File: src/rtl/sram_port_arbiter_if.sv
// Bus bundle between the fetch / load-store front-ends, the shared SRAM and the arbiter.
// The arbiter takes the slave modport; requesters plus the SRAM macro sit on the master side.
interface sram_port_arbiter_if #(
    parameter int ADDR_WIDTH = 32,
    parameter int DATA_WIDTH = 32
);
    localparam int MASK_WIDTH = DATA_WIDTH / 8;

    logic                  if_req;
    logic [ADDR_WIDTH-1:0] if_addr;
    logic                  if_gnt;
    logic                  if_rvalid;
    logic [DATA_WIDTH-1:0] if_rdata;

    logic                  mem_rd_en;
    logic                  mem_wr_en;
    logic [ADDR_WIDTH-1:0] mem_addr;
    logic [DATA_WIDTH-1:0] mem_wr_data;
    logic [MASK_WIDTH-1:0] mem_wr_mask;
    logic                  mem_gnt;
    logic                  mem_rvalid;
    logic [DATA_WIDTH-1:0] mem_rdata;

    logic                  stall_if;
    logic                  stall_mem;

    logic                  sram_en;
    logic [MASK_WIDTH-1:0] sram_wmask;
    logic [ADDR_WIDTH-1:0] sram_addr;
    logic [DATA_WIDTH-1:0] sram_wdata;
    logic [DATA_WIDTH-1:0] sram_rdata;

    modport master (
        output if_req, if_addr,
        input  if_gnt, if_rvalid, if_rdata,
        output mem_rd_en, mem_wr_en, mem_addr, mem_wr_data, mem_wr_mask,
        input  mem_gnt, mem_rvalid, mem_rdata,
        input  stall_if, stall_mem,
        input  sram_en, sram_wmask, sram_addr, sram_wdata,
        output sram_rdata
    );

    modport slave (
        input  if_req, if_addr,
        output if_gnt, if_rvalid, if_rdata,
        input  mem_rd_en, mem_wr_en, mem_addr, mem_wr_data, mem_wr_mask,
        output mem_gnt, mem_rvalid, mem_rdata,
        output stall_if, stall_mem,
        output sram_en, sram_wmask, sram_addr, sram_wdata,
        input  sram_rdata
    );
endinterface

File: src/rtl/sram_port_arbiter.sv
// Single-port SRAM arbiter: memory port beats fetch, 1-cycle read data steered by owner.
// Optional fetch starvation guard enabled by defining SRAM_ARB_STARVE_GUARD_EN.
module sram_port_arbiter #(
    parameter int ADDR_WIDTH = 32,
    parameter int DATA_WIDTH = 32,
    parameter int MAX_WAIT   = 4
) (
    input  logic                clk,
    input  logic                rst,
    sram_port_arbiter_if.slave  bus
);
    localparam int MASK_WIDTH = DATA_WIDTH / 8;

    localparam logic [1:0] OWN_NONE = 2'd0;
    localparam logic [1:0] OWN_IF   = 2'd1;
    localparam logic [1:0] OWN_MEM  = 2'd2;

    logic [1:0]            r_rd_owner;
    logic [DATA_WIDTH-1:0] r_if_hold;
    logic [DATA_WIDTH-1:0] r_mem_hold;

    logic                  w_mem_req;
    logic                  w_fetch_wins;
    logic                  w_if_gnt;
    logic                  w_mem_gnt;
    logic                  w_mem_rd;
    logic [1:0]            w_rd_owner_nxt;
    logic                  w_sram_en;
    logic [MASK_WIDTH-1:0] w_sram_wmask;
    logic [ADDR_WIDTH-1:0] w_sram_addr;
    logic [DATA_WIDTH-1:0] w_sram_wdata;

    assign w_mem_req = bus.mem_rd_en | bus.mem_wr_en;

`ifdef SRAM_ARB_STARVE_GUARD_EN
    logic [3:0] r_wait_cnt;

    assign w_fetch_wins = bus.if_req & (r_wait_cnt >= 4'(MAX_WAIT));

    // Counts consecutive stalled fetch cycles; any grant or dropped request restarts it.
    always_ff @(posedge clk) begin
        if (rst) begin
            r_wait_cnt <= '0;
        end else if (!bus.if_req || w_if_gnt) begin
            r_wait_cnt <= '0;
        end else if (r_wait_cnt != 4'd15) begin
            r_wait_cnt <= r_wait_cnt + 4'd1;
        end
    end
`else
    logic w_unused_max_wait;

    assign w_fetch_wins      = 1'b0;
    assign w_unused_max_wait = (MAX_WAIT != 0);
`endif

    assign w_mem_gnt = w_mem_req & ~w_fetch_wins;
    assign w_if_gnt  = bus.if_req & ~w_mem_gnt;
    // A simultaneous read+write is a write; the read half is dropped.
    assign w_mem_rd  = w_mem_gnt & ~bus.mem_wr_en;

    // NOTE: every always_comb output gets a default first so no path infers a latch.
    always_comb begin
        w_sram_en    = 1'b0;
        w_sram_wmask = '0;
        w_sram_addr  = '0;
        w_sram_wdata = '0;
        if (w_mem_gnt) begin
            w_sram_en   = 1'b1;
            w_sram_addr = bus.mem_addr;
            if (bus.mem_wr_en) begin
                w_sram_wmask = bus.mem_wr_mask;
                w_sram_wdata = bus.mem_wr_data;
            end
        end else if (w_if_gnt) begin
            w_sram_en   = 1'b1;
            w_sram_addr = bus.if_addr;
        end
    end

    always_comb begin
        w_rd_owner_nxt = OWN_NONE;
        if (w_if_gnt) begin
            w_rd_owner_nxt = OWN_IF;
        end else if (w_mem_rd) begin
            w_rd_owner_nxt = OWN_MEM;
        end
    end

    // Reset discards a read issued in the same cycle by forcing the owner to NONE.
    always_ff @(posedge clk) begin
        if (rst) begin
            r_rd_owner <= OWN_NONE;
            r_if_hold  <= '0;
            r_mem_hold <= '0;
        end else begin
            r_rd_owner <= w_rd_owner_nxt;
            if (r_rd_owner == OWN_IF) begin
                r_if_hold <= bus.sram_rdata;
            end
            if (r_rd_owner == OWN_MEM) begin
                r_mem_hold <= bus.sram_rdata;
            end
        end
    end

    assign bus.if_gnt     = w_if_gnt;
    assign bus.mem_gnt    = w_mem_gnt;
    assign bus.stall_if   = bus.if_req & ~w_if_gnt;
    assign bus.stall_mem  = w_mem_req & ~w_mem_gnt;

    assign bus.if_rvalid  = (r_rd_owner == OWN_IF);
    assign bus.mem_rvalid = (r_rd_owner == OWN_MEM);
    assign bus.if_rdata   = bus.if_rvalid  ? bus.sram_rdata : r_if_hold;
    assign bus.mem_rdata  = bus.mem_rvalid ? bus.sram_rdata : r_mem_hold;

    assign bus.sram_en    = w_sram_en;
    assign bus.sram_wmask = w_sram_wmask;
    assign bus.sram_addr  = w_sram_addr;
    assign bus.sram_wdata = w_sram_wdata;
endmodule

File: src/flat_wrapper.sv
// flat-port wrapper written by rule: the top's interface ports become plain ports
module sram_port_arbiter_flat 
#(
    parameter int ADDR_WIDTH = 32,
    parameter int DATA_WIDTH = 32,
    parameter int MAX_WAIT   = 4
)
  (clk, rst, bus_if_req, bus_if_addr, bus_if_gnt, bus_if_rvalid, bus_if_rdata, bus_mem_rd_en, bus_mem_wr_en, bus_mem_addr, bus_mem_wr_data, bus_mem_wr_mask, bus_mem_gnt, bus_mem_rvalid, bus_mem_rdata, bus_stall_if, bus_stall_mem, bus_sram_en, bus_sram_wmask, bus_sram_addr, bus_sram_wdata, bus_sram_rdata);
  sram_port_arbiter_if #(.ADDR_WIDTH(ADDR_WIDTH), .DATA_WIDTH(DATA_WIDTH)) bus_i ();
  input  logic clk;
  input  logic rst;
  input wire logic [$bits(bus_i.if_req)-1:0] bus_if_req;
  input wire logic [$bits(bus_i.if_addr)-1:0] bus_if_addr;
  output wire logic [$bits(bus_i.if_gnt)-1:0] bus_if_gnt;
  output wire logic [$bits(bus_i.if_rvalid)-1:0] bus_if_rvalid;
  output wire logic [$bits(bus_i.if_rdata)-1:0] bus_if_rdata;
  input wire logic [$bits(bus_i.mem_rd_en)-1:0] bus_mem_rd_en;
  input wire logic [$bits(bus_i.mem_wr_en)-1:0] bus_mem_wr_en;
  input wire logic [$bits(bus_i.mem_addr)-1:0] bus_mem_addr;
  input wire logic [$bits(bus_i.mem_wr_data)-1:0] bus_mem_wr_data;
  input wire logic [$bits(bus_i.mem_wr_mask)-1:0] bus_mem_wr_mask;
  output wire logic [$bits(bus_i.mem_gnt)-1:0] bus_mem_gnt;
  output wire logic [$bits(bus_i.mem_rvalid)-1:0] bus_mem_rvalid;
  output wire logic [$bits(bus_i.mem_rdata)-1:0] bus_mem_rdata;
  output wire logic [$bits(bus_i.stall_if)-1:0] bus_stall_if;
  output wire logic [$bits(bus_i.stall_mem)-1:0] bus_stall_mem;
  output wire logic [$bits(bus_i.sram_en)-1:0] bus_sram_en;
  output wire logic [$bits(bus_i.sram_wmask)-1:0] bus_sram_wmask;
  output wire logic [$bits(bus_i.sram_addr)-1:0] bus_sram_addr;
  output wire logic [$bits(bus_i.sram_wdata)-1:0] bus_sram_wdata;
  input wire logic [$bits(bus_i.sram_rdata)-1:0] bus_sram_rdata;
  assign bus_i.if_req = bus_if_req;
  assign bus_i.if_addr = bus_if_addr;
  assign bus_if_gnt = bus_i.if_gnt;
  assign bus_if_rvalid = bus_i.if_rvalid;
  assign bus_if_rdata = bus_i.if_rdata;
  assign bus_i.mem_rd_en = bus_mem_rd_en;
  assign bus_i.mem_wr_en = bus_mem_wr_en;
  assign bus_i.mem_addr = bus_mem_addr;
  assign bus_i.mem_wr_data = bus_mem_wr_data;
  assign bus_i.mem_wr_mask = bus_mem_wr_mask;
  assign bus_mem_gnt = bus_i.mem_gnt;
  assign bus_mem_rvalid = bus_i.mem_rvalid;
  assign bus_mem_rdata = bus_i.mem_rdata;
  assign bus_stall_if = bus_i.stall_if;
  assign bus_stall_mem = bus_i.stall_mem;
  assign bus_sram_en = bus_i.sram_en;
  assign bus_sram_wmask = bus_i.sram_wmask;
  assign bus_sram_addr = bus_i.sram_addr;
  assign bus_sram_wdata = bus_i.sram_wdata;
  assign bus_i.sram_rdata = bus_sram_rdata;
  sram_port_arbiter #(.ADDR_WIDTH(ADDR_WIDTH), .DATA_WIDTH(DATA_WIDTH), .MAX_WAIT(MAX_WAIT)) u_core (.clk(clk), .rst(rst), .bus(bus_i));
endmodule
File: config.mk
export PLATFORM = sky130hd
export DESIGN_NAME = sram_port_arbiter_flat
export DESIGN_NICKNAME = d
export VERILOG_FILES = /design/src/rtl/sram_port_arbiter_if.sv /design/src/rtl/sram_port_arbiter.sv /design/src/flat_wrapper.sv
export SDC_FILE = /design/constraint.sdc
export NUM_CORES = 1
export LEC_CHECK = 0
export CORE_MARGIN = 2
export CORE_UTILIZATION = 41
export CTS_BUF_LIST = sky130_fd_sc_hd__clkbuf_8
export DETAILED_ROUTE_END_ITERATION = 12
export PLACE_DENSITY = 0.89
export SYNTH_ARGS = -nofsm -noshare
export SYNTH_HDL_FRONTEND = slang
export SYNTH_SLANG_ARGS = --single-unit
File: constraint.sdc
create_clock -name clk -period 4.2 [get_ports clk]
set_input_delay 1.26 -clock clk [delete_from_list [all_inputs] [get_ports clk]]
set_output_delay 1.26 -clock clk [all_outputs]
set_load 0.01 [all_outputs]
# After elaboration in Yosys (flattened, before gate mapping)
# Cells that the tools add are included.
# totals
ff_bits	66
input_bits	137
output_inout_bits	139
word_cells	26
# op_classes
n_eq_ne	2
n_mux	12
bitwise	7
n_reduce_logical	1
# op_table
cell	count
32-bit 2-to-1 mux	6
4-bit 2-to-1 mux	2
1-bit bitwise AND	3
1-bit 2-to-1 mux	3
1-bit NOT	3
2-bit by 1-bit equality test with 1-bit output (second input constant)	1
2-bit equality test (second input constant)	1
2-bit 2-to-1 mux	1
2-bit OR reduction	1
1-bit OR	1

# Depth between registers and ports, before layout
# logic_depth
depth_word	5
mapped_depth	5
ltp_nobuf	3

# Worst setup path after synthesis
# No wires, ideal clock.
# synth_path
kind	in2out
from	input port bus_mem_wr_en
to	output port bus_sram_addr[12]
arrival_time_ns	2.136
t_required_ns	2.940
setup_slack_ns	0.804
stages	5
n_path_buf	3
path_cell_list	buf_6 > or2_1 > buf_6 > buf_6 > o21ai_0
# synth_between
elab_chain_cells	5
# synth_lines
element	line	rtl
start, declared	flat_wrapper.sv:18	input wire logic [$bits(bus_i.mem_wr_en)-1:0] bus_mem_wr_en;
1-bit OR *	sram_port_arbiter.sv:33	assign w_mem_req = bus.mem_rd_en | bus.mem_wr_en;
1-bit NOT	sram_port_arbiter.sv:58	assign w_if_gnt = bus.if_req & ~w_mem_gnt;
1-bit bitwise AND	sram_port_arbiter.sv:58	
32-bit 2-to-1 mux	sram_port_arbiter.sv:75	end else if (w_if_gnt) begin
32-bit 2-to-1 mux *	sram_port_arbiter.sv:68	if (w_mem_gnt) begin
end, declared	flat_wrapper.sv:29	output wire logic [$bits(bus_i.sram_addr)-1:0] bus_sram_addr;
# Mark *: on every way between the ends. The rest lies on a longest branch, timed or not.

# Worst setup path after layout
# layout_path
from	input port bus_mem_rd_en
to	output port bus_sram_addr[18]
# layout_between
elab_chain_cells	5
# layout_lines
element	line	rtl
start, declared	flat_wrapper.sv:17	input wire logic [$bits(bus_i.mem_rd_en)-1:0] bus_mem_rd_en;
1-bit OR *	sram_port_arbiter.sv:33	
1-bit NOT	sram_port_arbiter.sv:58	
1-bit bitwise AND	sram_port_arbiter.sv:58	
32-bit 2-to-1 mux	sram_port_arbiter.sv:75	
32-bit 2-to-1 mux *	sram_port_arbiter.sv:68	
# Marks and branches as above.

==> impl_results.md <==
- CTS root buf: clkbuf_8
- Top-area cell type share of the netlist area: a little under a third
- CTS Buf Count: 9
- CTS HTree Levels: 3
- Drt initial violations: 180
- Yosys top cell by area: dfxtp_1
- Layout area overhead: 68.0%
- Worst vdd ir: roughly 0.00012 V
- Die span in y: 106 um
- Post-synthesis sequential area ratio: just over 30%
- Fin. Hold Viols: 0
- CTS tree: done
- Total core area: 0.0102 sq mm
- Number of fill cells: 810
- Full die area: roughly 0.011 sq mm
- CP Max Fanout: 20
- # port buffers: 274
- Count of cell types in the netlist: 20
- Minimum clock period: roughly 4.2 ns
- Final Wtd Congestion: a little under 1
- Synthesized flop and latch total: 66
- Power, Total: 1.63 mW
- Final net count: about 870
- Slew @ Worst Pin: ~1.2 ns
- Skew final: slightly below 0.009 ns
- Vias post-DR: roughly 4400
- Max cap viols: 0
- Final core utilization: 70.5%
- Worst-Skew Late Latency: ~0.34 ns
- CTS Buffer Depth: 2
- Max Freq: approximately 240 MHz
- Clk sinks: 66
- Final period util: 99.3%
- Antenna cells: 0
- Placement Setup Slack: ~0.00036 ns
- Syn. warnings: 0
- Drt wl/cell: roughly 17 um
- Floorplan row count: 37
- Largest cells by area after synthesis: dfxtp_1 (31%), mux2i_1 (15%), nand2b_1 (14%)
- HPWL reported at the end of detailed placement: roughly 11 mm
- Overall global routing resource usage: between 20% and 30%
- Hold path endpoint: u_core.r_if_hold[16]
- Drt total wl: between 10 and 15 mm
- HP Class: reg2reg
- Slew Limit Fails: 0
- First-pass GRT wire length: between 20 and 25 mm
- Worst setup EP type: primary output
- Worst setup path category: in2out
- Via density: about 5.0
- First-pass DRT Iterations: 4
- R2R Setup Slk: approximately 2.7 ns
- Worst-path clk slew: about 0.070 ns
- Syn Nets: slightly above 600
- Status: finished clean
- FF-to-FF path depth: 5
- Number of global-route vias before repair: roughly 4400
- Share of cells above drive strength 1: under 10%
- Syn avg cell area: roughly 9.0 sq um
- Initial antenna violation count: 0
- Post-Syn Area: ~0.0043 sq mm
- PD cells: approximately 230 mW/mm^2
- Non-filler cells, final: just under 900
- Antenna-violating nets left: 0
- Initial Util: 41.9%
- I/O Pins: around 280
- Worst setup margin: around 0.028 ns
- R2r startpoint: u_core.r_rd_owner[0]
- Largest net degree at the start of global routing: 99
- Min-delay src: u_core.r_if_hold[16]
- Max-slew headroom: 21.7%
- Worst R2R End: u_core.r_mem_hold[14]
- CP startpoint kind: input pin
- Postcts setup bufs: 0
- Residual DRC: 0
- Hold Crit Depth: 2
- Cell Count Post-Placement: around 850
- CP required: about 3 ns
- Worst EP arrival: just under 3 ns
- Die X: 106 um
- Global route overflow: 0
- Final setup fails: 0
- LEAKAGE: ~3 nW
- Synth Instances: approximately 480
[cell families (layout without fill, tap and decap cells)]
logic type             after synthesis  after routing  share of synthesized area (%)
and+or+nand+nor                    172            172                           23.3
DFF                                 66             66                           30.8
other                                1              1                         0.0874
AOI/OAI and AO/OA                   64             64                           7.46
muxes                              128            128                           31.7
buffers and inverters               46            302                           6.68
[Yosys cell counts]
cell type	number
o21ai_0	45
nor2b_1	1
buf_4	6
conb_1	1
inv_2	1
inv_4	1
nand2_1	32
mux2_1	27
and2_1	37
o21ai_1	19
buf_6	11
nand2b_1	98
nor3b_1	2
or3_1	1
mux2i_1	64
buf_2	5
mux2_2	37
or2_1	1
clkbuf_1	22
dfxtp_1	66
[layer usage]
| layer | part of all wire (%) | global-route usage (%) | up-vias |
|---|---|---|---|
| li1 | - | - | 2113 |
| met1 | 39 | 27.8 | 2026 |
| met2 | 49 | 43.1 | 186 |
| met3 | 8.0 | 6.62 | 46 |
| met4 | 3.7 | 11.0 | 0 |
| met5 | 0 | 0 | - |
[critical path, cell delays in order]
cell and delay [ns]:
clkdlybuf4s50_1 0.43, or2_1 0.24, buf_4 0.20, o21ai_0 0.21
clkdlybuf4s50_1 0.57
[power by group]
| group | switching (mW) | internal [mW] | total, mW |
|---|---|---|---|
| combinational | 0.193 | 0.312 | 0.504 |
| sequential | 0.00876 | 0.643 | 0.652 |
| clock | 0.248 | 0.225 | 0.473 |
[worst max-delay path by stage]
stage / from / end / slack (ns) / depth (start not counted)
2_1_floorplan: bus_mem_wr_en / bus_sram_addr[12] / 0.80 / 5
3_3_place_gp: bus_mem_rd_en / bus_sram_addr[15] / -0.01 / 5
3_5_place_dp: bus_mem_rd_en / bus_sram_addr[13] / 0.0004 / 5
4_1_cts: bus_mem_rd_en / bus_sram_addr[21] / 0.02 / 5
5_1_grt: bus_mem_rd_en / bus_sram_addr[18] / -0.05 / 5
6_report: bus_mem_rd_en / bus_sram_addr[18] / 0.03 / 5
[area by class of cell]
cell class | count | area (sq um) | area share, %
timing repair buffer | 284 | 2850 | 39.5
multi-input combinational | 365 | 2690 | 37.3
sequential | 66 | 1320 | 18.3
tap | 136 | 170 | 2.36
clock buffer | 10 | 138 | 1.91
clock inverter | 6 | 33.8 | 0.469
inverter | 2 | 10.0 | 0.139
[timing repair]
item,4_1_cts,5_1_grt
gates resized for setup,1,8
hold buffers,0,0
setup endpoints to repair,1,5
[per-stage QoR]
step           instance area [sq um]  TNS, ns  hold WS (ns)
6_report                        7210        0         0.476
5_1_grt                         7210  -0.0550         0.486
4_1_cts                         7190        0         0.475
3_5_place_dp                    7020        0         0.464
3_3_place_gp                    7020  -0.0142         0.455
2_1_floorplan                   4290        0         0.445
[cell usage in the layout (no fill, tap or decap), drive strengths merged, types with 3 or more instances in the layout]
cell type,synthesis,routed
dfxtp,66,66
mux2i,64,64
nand2b,98,98
nand2,32,32
clkinv,0,3
clkdlybuf4s50,0,266
clkbuf,22,10
and2,37,37
o21ai,64,64
inv,2,3
mux2,64,64
buf,22,12
dlymetal6s2s,0,6
[flip-flops by register name (all words and copies together) (netlist names)]
name and count:
u_core.r_if_hold 32, u_core.r_mem_hold 32, u_core.r_rd_owner 2
Note: power is estimated with default switching activity, not from simulation.
